===== src/rtl/sp_ram_req_adapter.sv =====
// Valid/ready front end for a single-port RAM with fixed one-cycle read latency.
// Out-of-range requests bypass the RAM and return an error response in order.
module sp_ram_req_adapter #(
  parameter int unsigned RAM_SIZE       = 32768,
  parameter int unsigned ADDR_WIDTH     = $clog2(RAM_SIZE),
  parameter int unsigned DATA_WIDTH     = 32,
  parameter int unsigned REQ_ADDR_WIDTH = 32
) (
  input  logic                      clk,
  input  logic                      rstn_i,
  input  logic                      req_valid_i,
  output logic                      req_ready_o,
  input  logic [REQ_ADDR_WIDTH-1:0] req_addr_i,
  input  logic                      req_we_i,
  input  logic [DATA_WIDTH/8-1:0]   req_be_i,
  input  logic [DATA_WIDTH-1:0]     req_wdata_i,
  output logic                      rsp_valid_o,
  input  logic                      rsp_ready_i,
  output logic [DATA_WIDTH-1:0]     rsp_rdata_o,
  output logic                      rsp_err_o,
  output logic                      ram_en_o,
  output logic [ADDR_WIDTH-1:0]     ram_addr_o,
  output logic [DATA_WIDTH-1:0]     ram_wdata_o,
  output logic                      ram_we_o,
  output logic [DATA_WIDTH/8-1:0]   ram_be_o,
  input  logic [DATA_WIDTH-1:0]     ram_rdata_i
);

  localparam logic [REQ_ADDR_WIDTH-1:0] LP_RAM_SIZE = REQ_ADDR_WIDTH'(RAM_SIZE);

  logic                  w_req_fire;
  logic                  w_in_range;
  logic                  w_push;
  logic                  w_pop;
  logic [2:0]            w_outstanding;
  logic [DATA_WIDTH-1:0] w_pend_data;

  logic                  r_pend;
  logic                  r_pend_we;
  logic                  r_pend_err;
  logic [1:0]            r_count;
  logic                  r_wptr;
  logic                  r_rptr;
  logic [DATA_WIDTH-1:0] r_fifo_data [2];
  logic                  r_fifo_err  [2];

  // Credit counts both buffered and in-flight responses, from registers only.
  assign w_outstanding = {1'b0, r_count} + {2'b00, r_pend};
  assign req_ready_o   = (w_outstanding < 3'd2);

  assign w_req_fire = req_valid_i & req_ready_o;
  assign w_in_range = (req_addr_i < LP_RAM_SIZE);

  // Reset gating keeps the RAM idle even though ready is high during reset.
  assign ram_en_o    = w_req_fire & w_in_range & rstn_i;
  assign ram_addr_o  = req_addr_i[ADDR_WIDTH-1:0];
  assign ram_wdata_o = req_wdata_i;
  assign ram_we_o    = req_we_i;
  assign ram_be_o    = req_be_i;

  assign w_pend_data = (r_pend_err | r_pend_we) ? '0 : ram_rdata_i;

  assign w_pop  = (r_count != 2'd0) & rsp_ready_i;
  assign w_push = r_pend & ~((r_count == 2'd0) & rsp_ready_i);

  always_ff @(posedge clk or negedge rstn_i) begin
    if (!rstn_i) begin
      r_pend     <= 1'b0;
      r_pend_we  <= 1'b0;
      r_pend_err <= 1'b0;
    end else begin
      r_pend     <= w_req_fire;
      r_pend_we  <= w_req_fire & req_we_i;
      r_pend_err <= w_req_fire & ~w_in_range;
    end
  end

  always_ff @(posedge clk or negedge rstn_i) begin
    if (!rstn_i) begin
      r_count        <= 2'd0;
      r_wptr         <= 1'b0;
      r_rptr         <= 1'b0;
      r_fifo_data[0] <= '0;
      r_fifo_data[1] <= '0;
      r_fifo_err[0]  <= 1'b0;
      r_fifo_err[1]  <= 1'b0;
    end else begin
      if (w_push) begin
        r_fifo_data[r_wptr] <= w_pend_data;
        r_fifo_err[r_wptr]  <= r_pend_err;
        r_wptr              <= ~r_wptr;
      end
      if (w_pop) begin
        r_rptr <= ~r_rptr;
      end
      case ({w_push, w_pop})
        2'b10:   r_count <= r_count + 2'd1;
        2'b01:   r_count <= r_count - 2'd1;
        default: r_count <= r_count;
      endcase
    end
  end

  // Buffered entries are older than the pending one, so they go first.
  always_comb begin
    rsp_valid_o = 1'b0;
    rsp_rdata_o = '0;
    rsp_err_o   = 1'b0;
    if (r_count != 2'd0) begin
      rsp_valid_o = 1'b1;
      rsp_rdata_o = r_fifo_data[r_rptr];
      rsp_err_o   = r_fifo_err[r_rptr];
    end else if (r_pend) begin
      rsp_valid_o = 1'b1;
      rsp_rdata_o = w_pend_data;
      rsp_err_o   = r_pend_err;
    end
  end

endmodule


===== config.mk =====
export PLATFORM = sky130hd
export DESIGN_NAME = sp_ram_req_adapter
export DESIGN_NICKNAME = d
export VERILOG_FILES = /design/src/rtl/sp_ram_req_adapter.sv
export SDC_FILE = /design/constraint.sdc
export NUM_CORES = 1
export LEC_CHECK = 0
export ABC_AREA = 1
export ABC_CLOCK_PERIOD_IN_PS = 1670
export BUFFER_PORTS_ARGS = -buffer_cell sky130_fd_sc_hd__buf_2
export CORE_MARGIN = 2
export CORE_UTILIZATION = 43
export CTS_CLUSTER_DIAMETER = 150
export DETAILED_ROUTE_END_ITERATION = 10
export PLACE_DENSITY = 0.8
export SLEW_MARGIN = 5
export SYNTH_ARGS = -nofsm -noshare
export SYNTH_HDL_FRONTEND = slang
export SYNTH_SLANG_ARGS = --single-unit

===== constraint.sdc =====
create_clock -name clk -period 1.67 [get_ports clk]
set_clock_uncertainty 0.05 [all_clocks]
set_input_delay 0.0835 -clock clk [delete_from_list [all_inputs] [get_ports clk]]
set_output_delay 0.0835 -clock clk [all_outputs]
set_load 0.02 [all_outputs]

# Yosys cells after proc, flatten, opt, wreduce, memory -nomap -nowiden
# Index checks and enable logic that the tools add are counted.
# word_totals
regBits,73
latchBits,0
mem_bits_rw,0
romBits,0
input_bits,105
out_inout_bits,88
memories,0
# classes
addsub,3
mul,0
n_div,0
order_cmp,5
n_eq_ne,2
shift,0
n_mux,20
bitwise,15
n_reduce_logical,4
# op_table
operator,n
32-bit two-way mux,7
64-bit bitwise mux,1
32-bit demux with 1-bit select,1
"32-bit by 16-bit < comparator with 1-bit output, second input constant",1
1-bit bitwise AND,8
1-bit two-way mux,8
"2-bit greater-or-equal comparator, second input constant",2
1-bit NOT,4
1-bit NOT with 2-bit output,2
2-bit case mux with 2 select lines,1
2-bit nonzero test,2
2-bit by 1-bit adder with 3-bit output,1
"3-bit by 2-bit < comparator with 1-bit output, second input constant",1
"2-bit by 1-bit adder with 2-bit output, second input constant",1
2-bit bitwise mux,1
"2-bit by 1-bit equality test with 1-bit output, second input constant",1
"2-bit equality test, second input constant",1
2-bit zero test,1
"2-bit by 1-bit < comparator with 1-bit output, second input constant",1
"2-bit by 1-bit subtractor with 2-bit output, second input constant",1
1-bit demux with 1-bit select,1
1-bit logical AND,1
1-bit bitwise OR,1

# Longest topological paths before layout
# Gate-level depths: netlist (run 1).
# logic_depth
depth_word,6
depth_mapped,7

# Worst setup path before layout (run 1)
# OpenSTA, ideal clock, no wires.
# synth_path
path_kind,register -> output
start,reg r_pend
end,out ram_en_o
t_arrival_ns,1.543
t_required_ns,1.536
path_slack_ns,-0.007
path_stages_with_launch,6
path_buffers,1
cell_sequence,dfrtp_1 buf_2 a21oi_1 and2_1 nand2_1 nor2_1
# synth_between
elab_chain_cells,5
# synth_rtl
element,line,source
start: declaration,38,logic r_pend;
start signal: assignment,72,r_pend <= w_req_fire;
2-bit by 1-bit adder with 3-bit output,48,"assign w_outstanding = {1'b0, r_count} + {2'b00, r_pend};"
3-bit by 2-bit < comparator with 1-bit output,49,assign req_ready_o = (w_outstanding < 3'd2);
net req_ready_o,12,"output logic req_ready_o,"
1-bit bitwise AND,51,assign w_req_fire = req_valid_i & req_ready_o;
net w_req_fire,31,logic w_req_fire;
1-bit bitwise AND (2 in series),55,assign ram_en_o = w_req_fire & w_in_range & rstn_i;
end: declaration,21,"output logic ram_en_o,"
# The timed path passes the listed nets, and every way through them passes these cells.

# Final worst setup path (run 1)
# layout_path
start,reg r_count[0]
end,out rsp_rdata_o[22]
# layout_between
elab_chain_cells,2
# layout_rtl
element,line,source
start: declaration,41,logic [1:0] r_count;
start signal: assignment,97,2'b10: r_count <= r_count + 2'd1;
start signal: assignment,98,2'b01: r_count <= r_count - 2'd1;
start signal: assignment,99,default: r_count <= r_count;
2-bit nonzero test,109,if (r_count != 2'd0) begin
32-bit two-way mux,109,
end: declaration,19,"output logic [DATA_WIDTH-1:0] rsp_rdata_o,"
# No other way between the ends.

==> metrics.yaml, run 1 <==
clock_network:
  cts_tree: "done"
  path_clk_slew_ns: 0.09
  htreeDepth: 3
  cts.sinks: 73
  clockBufferDepth: 2
  cts_buffers: 9
  clock_latency_ns: 0.35
  clk_root_buffer_cell: "clkbuf_8"
timing:
  relSlewSlack: 0.740
  hold_viol_final: 0
  setup-tns-final_ns: -4.74
  setup_slack_ns: -0.144
  fin_crit_sh: 1.09
  fin_crit_ns: 1.81
  hold_slack_ns: 0.0181
  rsz0062_at_grt: "yes"
  tightest_slew_ns: 0.391
  final_max_slew_viol_count: 0
  max_freq_ghz: 0.551
  setup_viol: 64
setup_path:
  path_cells: "nor2_4 > buf_6 > buf_16 > a21oi_1 > o21ai_0 > nand2_1 > buf_6"
  required_ns: 1.54
  crit_fanout: 6
  path_class: "reg2out"
  cpMaxStageDelayCell: "dfrtp_1"
  cpMostUsedCell: "buf_6"
  critPathArrivalTime_ns: 1.68
  max_stage_delay_ns: 0.42
  endpoint_kind: "output port"
  start_kind: "flip-flop"
  crit_buf_inv: 3
  path_delay_family: "buffers and inverters"
synth:
  ys_seq_elements: 73
  synthCells: 594
  seq_area_frac_synth: 0.426
  syn_avg_cell_area_um2: 7.22
  synth_ff_type: "dfrtp_1"
  synth-edff-count: 0
  syn-num-nets: 700
  async_flop_share: 1.00
  syn_area_um2: 4290
  ys_warn_count: 0
  ys_types: 29
global_routing:
  antenna_found_initial: 1
  grt_pass1_vias: 3990
  track_usage: 0.219
  grt-ovfl-total: 0
  grt_first_pass_wirelength_um: 19100
  grt_max_degree: 74
power:
  p_per_area_nw_per_um2: 2220
  cellLeakagePower_nw: 3.05
  power.total_mw: 13.6
  irDropWorstVdd_v: 0.00120
die:
  core_um2: 9730
  ios: 193
  die_x_um: 104
  die_h_um: 104
  die-area_um2: 10800
  std_cell_rows: 36
  initial_core_util: 0.441
final_layout:
  seqCellArea_um2: 1830
  layout_common_cells: "nand2_1 (147), dfrtp_1 (70), inv_1 (68)"
  fillers: 746
  drive_above_1_share: 0.404
  syn_to_final_growth_pct: 42.7
  multi_input_area_um2: 2120
  final_nets: 784
  mostFrequentLayoutCell: "nand2_1"
placement:
  hpwl_um: 6700
  io_buffer_count: 90
  gp_congestion: 0.776
routing:
  vias: 4334
  via_per_inst: 5.30
  drt_iter0_drc: 313
  drt_wl_total_um: 13400
  drtPass1Iterations: 5
  ant_nets: 0
  drc: 0
  routedWlPerCell_um: 16.3
run:
  max_cap_viol_count: 0
min_path:
  worstHoldPathType: "in2reg"
run_status:
  outcome: "complete, but fails checks"
  violations: "setup timing"
==> path summary, 6_finish.rpt <==
check	start	to	slack [ns]	cells after the start
max in group asynchronous	rstn_i	r_count[1]	0.92	3
hold reg to reg	r_fifo_data[0]	r_fifo_data[0]	0.43	2
setup reg to reg	r_count[0]	r_count[1]	-0.12	9
setup / recovery	r_count[0]	rsp_rdata_o[22]	-0.14	7
min in group asynchronous	rstn_i	r_fifo_data[11]	0.31	3
hold / removal	ram_rdata_i[0]	r_fifo_data[0]	0.02	5
==> per-layer routing <==
metal  global-route usage  up-vias  share of wire
met3               0.0520       44          0.089
li1                     -     1958              -
met2                0.381      241           0.50
met4               0.0685        0          0.024
met5                    0        -              0
met1                0.270     2091           0.39
==> cells in the mapped netlist, types with 2 or more instances <==
master | number | area [µm²]
buf_4 | 58 | 435
buf_2 | 12 | 60.1
a21oi_1 | 34 | 170
nand2_1 | 170 | 638
buf_1 | 7 | 26.3
inv_1 | 69 | 259
clkbuf_1 | 6 | 22.5
buf_6 | 3 | 33.8
nor2_1 | 44 | 165
nand3_1 | 34 | 170
xnor2_1 | 2 | 17.5
o21ai_1 | 32 | 160
dfrtp_1 | 73 | 1830
o21ai_0 | 35 | 175
==> worst reg2reg max path, stage by stage (launching register included) <==
cell,delay (ns)
dfrtp_1,0.42
nor2_4,0.22
buf_12,0.17
buf_12,0.11
nand2_8,0.06
nand2_8,0.09
ha_4,0.21
a21oi_2,0.10
o21ai_1,0.09
xnor2_1,0.17
==> repair_timing <==
| item | in CTS | in global routing |
|---|---|---|
| hold buffers | 3 | 0 |
| pin swaps | 19 | 30 |
| endpoints found under the setup margin | 34 | 69 |
| resized for setup | 156 | 74 |
| endpoints found under the hold margin | 74 | 0 |
| setup buffers | 25 | 16 |
| gates cloned | 5 | 3 |
==> sequential cells by signal, summed over array words and instances (netlist names) <==
signal and count:
r_fifo_data 64, r_count 2, r_fifo_err 2, r_pend 1, r_pend_err 1, r_pend_we 1, r_rptr 1, r_wptr 1
==> layout make-up <==
cell class	count	area share
repair buffers	159	0.239
multi-input cells	365	0.346
diodes	1	0.000409
well taps	133	0.0272
clock buffers	9	0.0202
flip-flops and latches	73	0.299
inverters	70	0.0442
clock inverters	7	0.0233
==> metrics by stage <==
| step | util | setup WS, ns | cell area (µm²) | std cells |
|---|---|---|---|---|
| after floorplan | - | 0.00687 | 4290 | 594 |
| after global placement | 0.467 | 0.0615 | 4540 | 749 |
| after detailed placement | 0.467 | 0.0608 | 4540 | 749 |
| after CTS | 0.587 | -0.133 | 5710 | 798 |
| after global routing | 0.629 | -0.208 | 6120 | 817 |
| final | 0.629 | -0.144 | 6120 | 817 |
==> cell families (layout without fill, tap and decap cells) <==
family,count (synthesis),after routing,synth area share
flip-flops,73,73,0.426
AO/OA/AOI/OAI,102,102,0.120
XOR/XNOR,3,3,0.00613
adder cells (fa/ha/maj),1,1,0.00292
other,0,1,0
buffers and inverters,156,245,0.196
AND/OR/NAND/NOR,259,259,0.249
==> report_power, final <==
group	internal, mW	total, mW	switching, mW	leakage (nW)
logic	3.90	8.73	4.82	1.99
registers	2.58	3.03	0.449	0.928
clock network	1.15	1.84	0.697	0.133
No activity file was read; power rests on OpenSTA's default activity.
==> run 2: changes to the inputs <==
Settings changed: GPL_TIMING_DRIVEN set to 0, RECOVER_POWER set to 50.
==> run 2 against run 1 <==
Net effect:
- the flow still finishes with violations (setup timing)
- combinational power fell by 4.0%
- highest routed layer unchanged
- fmax fell by 1.5%
- non-clock buffer count rose by 103
- hold slack improved by 0.0078 ns
- first-iteration DRC count fell by 16%
- sequential power fell by 2%
==> metrics.yaml, run 2 (synthesis gave the netlist of run 1 again) <==
run_status:
  outcome: "complete, but fails checks"
  violations: "setup timing"
routing:
  drtPass1Iterations: 5  # unchanged
  drt_wl_total_um: 12900  # -3.0%
  routedWlPerCell_um: 14.1  # -14%
  via_per_inst: 4.88  # -8.0%
  vias: 4483  # +3.4%
  drt_iter0_drc: 263  # -16%
  drc: 0  # unchanged
  ant_nets: 0  # unchanged
final_layout:
  drive_above_1_share: 0.391  # -0.0135
  layout_common_cells: "nand2_1 (149), buf_4 (86), dfrtp_1 (71)"
  final_nets: 887  # +13%
  fillers: 831  # +11%
  finalInstanceArea_um2: 6480  # +5.9%
  regMostFlops: "r_fifo_data"
  syn_to_final_growth_pct: 51.2
  diodes: 0  # -1
  mostFrequentLayoutCell: "nand2_1"
  top_regs: "r_fifo_data (64), r_count (2), r_fifo_err (2)"
  largest_reg_flops: 64  # unchanged
timing:
  fin_crit_sh: 1.10  # +0.0168
  setup_viol: 34  # -47%
  fin_crit_ns: 1.84  # +0.0280 ns
  rsz0062_at_grt: "yes"
  tightest_slew_ns: 0.537  # +0.146 ns
  final_max_slew_viol_count: 0  # unchanged
  setup_slack_ns: -0.172  # -0.0280 ns
  max_freq_ghz: 0.543  # -1.5%
  hold_viol_final: 0  # unchanged
  relSlewSlack: 0.642  # -0.0974
  setup-tns-final_ns: -3.64  # +1.11 ns
global_routing:
  grtUsageMet1: 0.266  # -0.00420
  track_usage: 0.212  # -0.00694
  use_met3: 0.0345  # -0.0175
  use_met2: 0.370  # -0.0113
  grt_max_degree: 40  # -46%
  antenna_found_initial: 0  # -1
  grt-ovfl-total: 0  # unchanged
  busiest_layer: "met2"
  grt_first_pass_wirelength_um: 18700  # -2.0%
  grt_pass1_vias: 4124  # +3.4%
power:
  irDropWorstVdd_v: 0.00113  # -5.7%
  clockPowerShare: 0.133  # -0.003
  cellLeakagePower_nw: 3.29  # +7.8%
  p_per_area_nw_per_um2: 2020  # -9.1%
  p_sw_frac: 0.443  # +0.00454
  p_comb_frac: 0.640  # -0.002
  internal_power_mw: 7.29  # -4.5%
  p_sw_mw: 5.81  # -2.7%
  seqPwrFrac: 0.227  # +0.004
clock_network:
  cts_tree: "done"
  clk_root_buffer_cell: "clkbuf_8"
  cts.sinks: 73  # unchanged
  clockBufferDepth: 2  # unchanged
  htreeDepth: 3  # unchanged
  path_clk_slew_ns: 0.08  # about the same
  cts_buffers: 9  # unchanged
  clock_latency_ns: 0.36  # about the same
setup_path:
  max_stage_delay_ns: 0.38  # -0.04 ns
  required_ns: 1.54  # about the same
  start_kind: "flip-flop"
  path_class: "reg2out"
  path_cells: "or2_4 > nor2_1 > nand3_1 > nand2_1 > buf_2"
  crit_buf_inv: 1  # -2
  cpMaxStageDelayCell: "dfrtp_1"
  path_delay_family: "simple AND/OR/NAND/NOR gates"
  critPathArrivalTime_ns: 1.71  # +0.03 ns
  crit_fanout: 6  # unchanged
  endpoint_kind: "output port"
die:
  die-area_um2: 10800  # unchanged
  initial_core_util: 0.441  # unchanged
  ios: 193  # unchanged
  core_um2: 9730  # unchanged
  die_x_um: 104  # unchanged
  std_cell_rows: 36  # unchanged
  die_h_um: 104  # unchanged
placement:
  dpl-instance-area_um2: 5190  # +14%
  gp_congestion: 0.814  # +4.8%
  hpwl_um: 7960  # +19%
  io_buffer_count: 141  # +57%
min_path:
  worstHoldPathType: "in2reg"
run:
  max_cap_viol_count: 0  # unchanged
run 2: worst register-to-register path: cells and delay by family, from the launching register on:
kind,cells,cell delay [ns]
AOI/OAI and AO/OA,2,0.23
xor gates and xnor gates,1,0.13
adders and majority gates,1,0.33
buffers and inverters,1,0.18
DFF,1,0.43
and+or+nand+nor,2,0.26
run 2: cell type report:
cell class	instances	area (µm²)	share of cell area
clock buffer	10	138	0.0212
tap	133	166	0.0257
sequential	73	1830	0.282
multi-input combinational	365	2070	0.319
timing repair buffer	177	1180	0.183
inverter	70	263	0.0405
buffer	85	722	0.111
clock inverter	6	115	0.0178
run 2: metal layers:
layer	routed length, µm	share of wire
met3	915	0.071
met4	274	0.021
met1	5200	0.40
met5	0	0
met2	6560	0.51
run 2: power groups by stage:
stage / clock network, mW / registers, mW / logic [mW]
after floorplan: 0 / 2.89 / 3.97
after global placement: 0 / 2.94 / 5.54
after detailed placement: 0 / 2.98 / 5.64
after CTS: 1.74 / 2.93 / 6.98
after global routing: 1.82 / 3.05 / 8.95
final: 1.74 / 2.97 / 8.38
run 2: repair_timing:
action	4_1_cts	5_1_grt
setup buffers	12	12
pin swaps	6	12
endpoints found under the hold margin	39	0
endpoints found under the setup margin	36	37
hold buffers	7	0
cloned	0	4
resized for setup	135	108
run 2: through the flow:
stage	setup slack, ns	std cells	utilization	hold WS [ns]	power, mW
final	-0.172	919	0.667	0.0259	13.1
after global routing	-0.222	919	0.667	0.0451	13.8
after CTS	-0.129	903	0.619	0.000564	11.7
after detailed placement	-0.238	869	0.533	0.0228	8.62
after global placement	-0.268	868	0.531	0.288	8.48
after floorplan	0.00687	594	-	-0.262	6.86
run 2: final timing paths:
check	startpoint	endpoint	slack, ns	cells after the start
max	r_pend_err	rsp_rdata_o[31]	-0.17	5
min	ram_rdata_i[4]	r_fifo_data[36]	0.03	5
max reg2reg	r_count[1]	r_count[1]	-0.06	7
min reg2reg	r_fifo_data[7]	r_fifo_data[7]	0.43	2
max in group asynchronous	rstn_i	r_count[0]	0.39	3
min in group asynchronous	rstn_i	r_fifo_data[17]	0.18	2
==> run 3: changes to the inputs <==
Settings changed: ABC_AREA 1 to unset, ABC_CLOCK_PERIOD_IN_PS 1670 to 2100, CORE_UTILIZATION 43 to 48, PLACE_DENSITY 0.8 to unset, PLACE_DENSITY_LB_ADDON set to 0.2.
Clock period 1.67 ns to 2.1 ns, I/O delays scaled along.
==> run 3 against run 2 <==
Net effect:
- the run now ends clean
- synthesized area fell by 1.6%
- hold slack better by 0.015 ns
- critical path depth is the same
- largest power group unchanged
==> metrics.yaml, run 3 <==
final_layout:
  syn_to_final_growth_pct: 25.5
  mostFrequentLayoutCell: "buf_2"
  diodes: 0  # unchanged
  drive_above_1_share: 0.487  # +0.0964
  final_nets: 602  # -32%
  regMostFlops: "r_fifo_data"
  layout_common_cells: "buf_2 (93), dfrtp_1 (73), buf_4 (61)"
  utilization: 0.614  # -0.0528
  multi_input_area_um2: 1880  # -9.0%
  seqCellArea_um2: 1830  # -0.14%
  largest_reg_flops: 64  # unchanged
  top_regs: "r_fifo_data (64), r_count (2), r_fifo_err (2)"
  fillers: 744  # -10%
routing:
  drt_wl_total_um: 9130  # -29%
  drc: 0  # unchanged
  vias: 3084  # -31%
  routedWlPerCell_um: 15.0  # +6.4%
  drtPass1Iterations: 4  # -1
  via_per_inst: 5.06  # +3.8%
  drt_iter0_drc: 51  # -81%
  ant_nets: 0  # unchanged
setup_path:
  r2r_cells: 6  # -1
  startpoint: "r_pend_err"
  start_kind: "flip-flop"
  worstReg2RegEnd: "r_count[1]"
  path_class: "reg2out"
  max_stage_delay_ns: 0.42  # +0.04 ns
  crit_path_end: "rsp_rdata_o[11]"
  rr_startpoint: "r_count[0]"
  cpMaxStageDelayCell: "dfrtp_1"
  r2r_setup_slack_ns: 0.35  # +0.41 ns
  path_cells: "nor2_2 > and3_2 > buf_4 > o2bb2ai_1 > buf_2"
  crit_fanout: 10  # +4
  critPathArrivalTime_ns: 1.84  # +0.13 ns
  crit_buf_inv: 2  # +1
  path_delay_family: "simple AND/OR/NAND/NOR gates"
  required_ns: 1.95  # +0.41 ns
  worst-path-stages: 5  # unchanged
  endpoint_kind: "output port"
synth:
  syn_avg_cell_area_um2: 12.3  # +71%
  syn_area_um2: 4220  # -1.6%
  yosysTopAreaCell: "dfrtp_1"
  yosysTopAreaCellShare: 0.433  # +0.00682
  synth_ff_type: "dfrtp_1"
  synth_common_cells: "dfrtp_1 (73), buf_4 (55), mux2_2 (34)"
  synthCells: 342  # -42%
  ys_seq_elements: 73  # unchanged
  yosysMostFrequentCell: "dfrtp_1"
  synthTopCellsByArea: "dfrtp_1 (43%), mux2_4 (11%), buf_4 (9.8%), mux2_2 (9.1%), mux2i_1 (7.6%)"
  seq_area_frac_synth: 0.433  # +0.00682
  async_flop_share: 1.00  # unchanged
  synth-edff-count: 0  # unchanged
  syn-num-nets: 448  # -36%
  ys_types: 32  # +10%
  ys_warn_count: 0  # unchanged
power:
  cellLeakagePower_nw: 2.66  # -19%
  irDropWorstVdd_v: 0.000618  # -45%
  p_per_area_nw_per_um2: 1440  # -29%
min_path:
  worstHoldPathType: "in2reg"
run_status:
  outcome: "finished, final reports clean"
timing:
  hold_viol_final: 0  # unchanged
  tightest_slew_ns: 0.448  # -0.0885 ns
  relSlewSlack: 0.701  # +0.0590
  max_freq_ghz: 0.500
  rsz0062_at_grt: "no"
  setup_viol: 0  # -100%
  setup-tns-final_ns: 0  # +3.64 ns
  fin_crit_ns: 2.00
  final_max_slew_viol_count: 0  # unchanged
  fin_crit_sh: 0.952
global_routing:
  grt_first_pass_wirelength_um: 14800  # -21%
  grt_pass1_vias: 3041  # -26%
  antenna_found_initial: 0  # unchanged
  grt_max_degree: 61  # +53%
  track_usage: 0.193  # -0.0196
  grt-ovfl-total: 0  # unchanged
clock_network:
  post_cts_buffers: 0  # -12
  cts_buffers: 9  # unchanged
  path_clk_slew_ns: 0.08  # about the same
  clockBufferDepth: 2  # unchanged
  clk_root_buffer_cell: "clkbuf_8"
  cts.sinks: 73  # unchanged
  cts_tree: "done"
  clock_latency_ns: 0.35  # about the same
  htreeDepth: 3  # unchanged
placement:
  io_buffer_count: 141  # unchanged
  gp_congestion: 0.779  # -4.3%
  hpwl_um: 6590  # -17%
die:
  die_x_um: 97.8  # -5.9%
  std_cell_rows: 34  # -5.6%
  initial_core_util: 0.489  # +0.0480
  ios: 193  # unchanged
  die_h_um: 97.8  # -5.9%
  die-area_um2: 9560  # -11%
  core_um2: 8640  # -11%
run:
  max_cap_viol_count: 0  # unchanged
[run 3: changes by cell type in the layout (fill, tap and decap cells not counted), sizes merged, moves of 3 or more]
cell         previous run  this run
buf                   197       158
mux2i                   0        32
and2                    1        33
nor2                   46         4
o21ai                  67         0
nand2                 172         2
nand3                  35         1
a21oi                  34         2
mux2                    0        66
clkbuf                 68        65
inv                    70         3
o2bb2ai                 0        32
nor4                    0         3
dlygate4sd3             7         3
[run 3: worst min-delay path: stages]
cell and delay [ns]:
buf_2 0.07, or3_1 0.10, o21a_1 0.13
[run 3: kinds of logic after synthesis]
kind of cell | Yosys count | synth area share
muxes | 98 | 0.279
buffers and inverters | 76 | 0.124
DFF | 73 | 0.433
and+or+nand+nor | 50 | 0.0705
AOI/OAI and AO/OA | 39 | 0.0809
xor gates and xnor gates | 5 | 0.0104
adders and majority gates | 1 | 0.00296
[run 3: report_power, final]
group	switching (mW)	leakage [nW]	internal, mW
Sequential	0.380	0.918	2.03
Clock	0.550	0.106	0.668
Combinational	2.07	1.64	1.94
[run 3: timing repair]
item,4_1_cts,5_1_grt
endpoints found under the hold margin,75,0
setup endpoints to repair,32,31
gates resized for setup,11,6
hold buffers,3,0
[run 3: layout make-up]
cell class                 instances  area share
buffer                            72       0.100
clock buffer                       9      0.0234
clock inverter                     7      0.0177
inverter                           2     0.00142
multi-input combinational        193       0.355
sequential                        73       0.345
tap                              108      0.0255
timing repair buffer             145       0.132
[run 3: worst min-delay path by stage]
stage	end	slack (ns)	depth (start not counted)	startpoint
global route	r_pend_err	0.06	3	req_addr_i[19]
CTS	r_pend_err	0.04	3	req_addr_i[16]
finish	r_pend_err	0.04	3	req_addr_i[16]
detailed placement	r_fifo_data[3]	-0.06	1	rstn_i
floorplan	r_count[0]	-0.24	0	rstn_i
global placement	r_pend_we	0.32	2	req_we_i
[run 3: layer usage]
metal / routed length [µm] / track usage / up-vias
li1: - / - / 1463
met1: 3900 / 0.243 / 1485
met2: 4530 / 0.329 / 124
met3: 568 / 0.0365 / 12
met4: 137 / 0.0759 / 0
met5: 0 / 0 / -
[run 3: through the flow]
step / hold slack, ns / cell area, µm² / cells / worst slack (ns) / power (mW)
CTS: 0.0379 / 5350 / 609 / 0.00707 / 7.73
finish: 0.0405 / 5300 / 609 / 0.101 / 7.65
global placement: 0.323 / 5060 / 591 / -0.0363 / 6.35
detailed placement: -0.0605 / 5090 / 592 / 0.0338 / 6.47
floorplan: -0.241 / 4220 / 342 / 0.376 / 5.34
global route: 0.0607 / 5300 / 609 / 0.0101 / 8.14
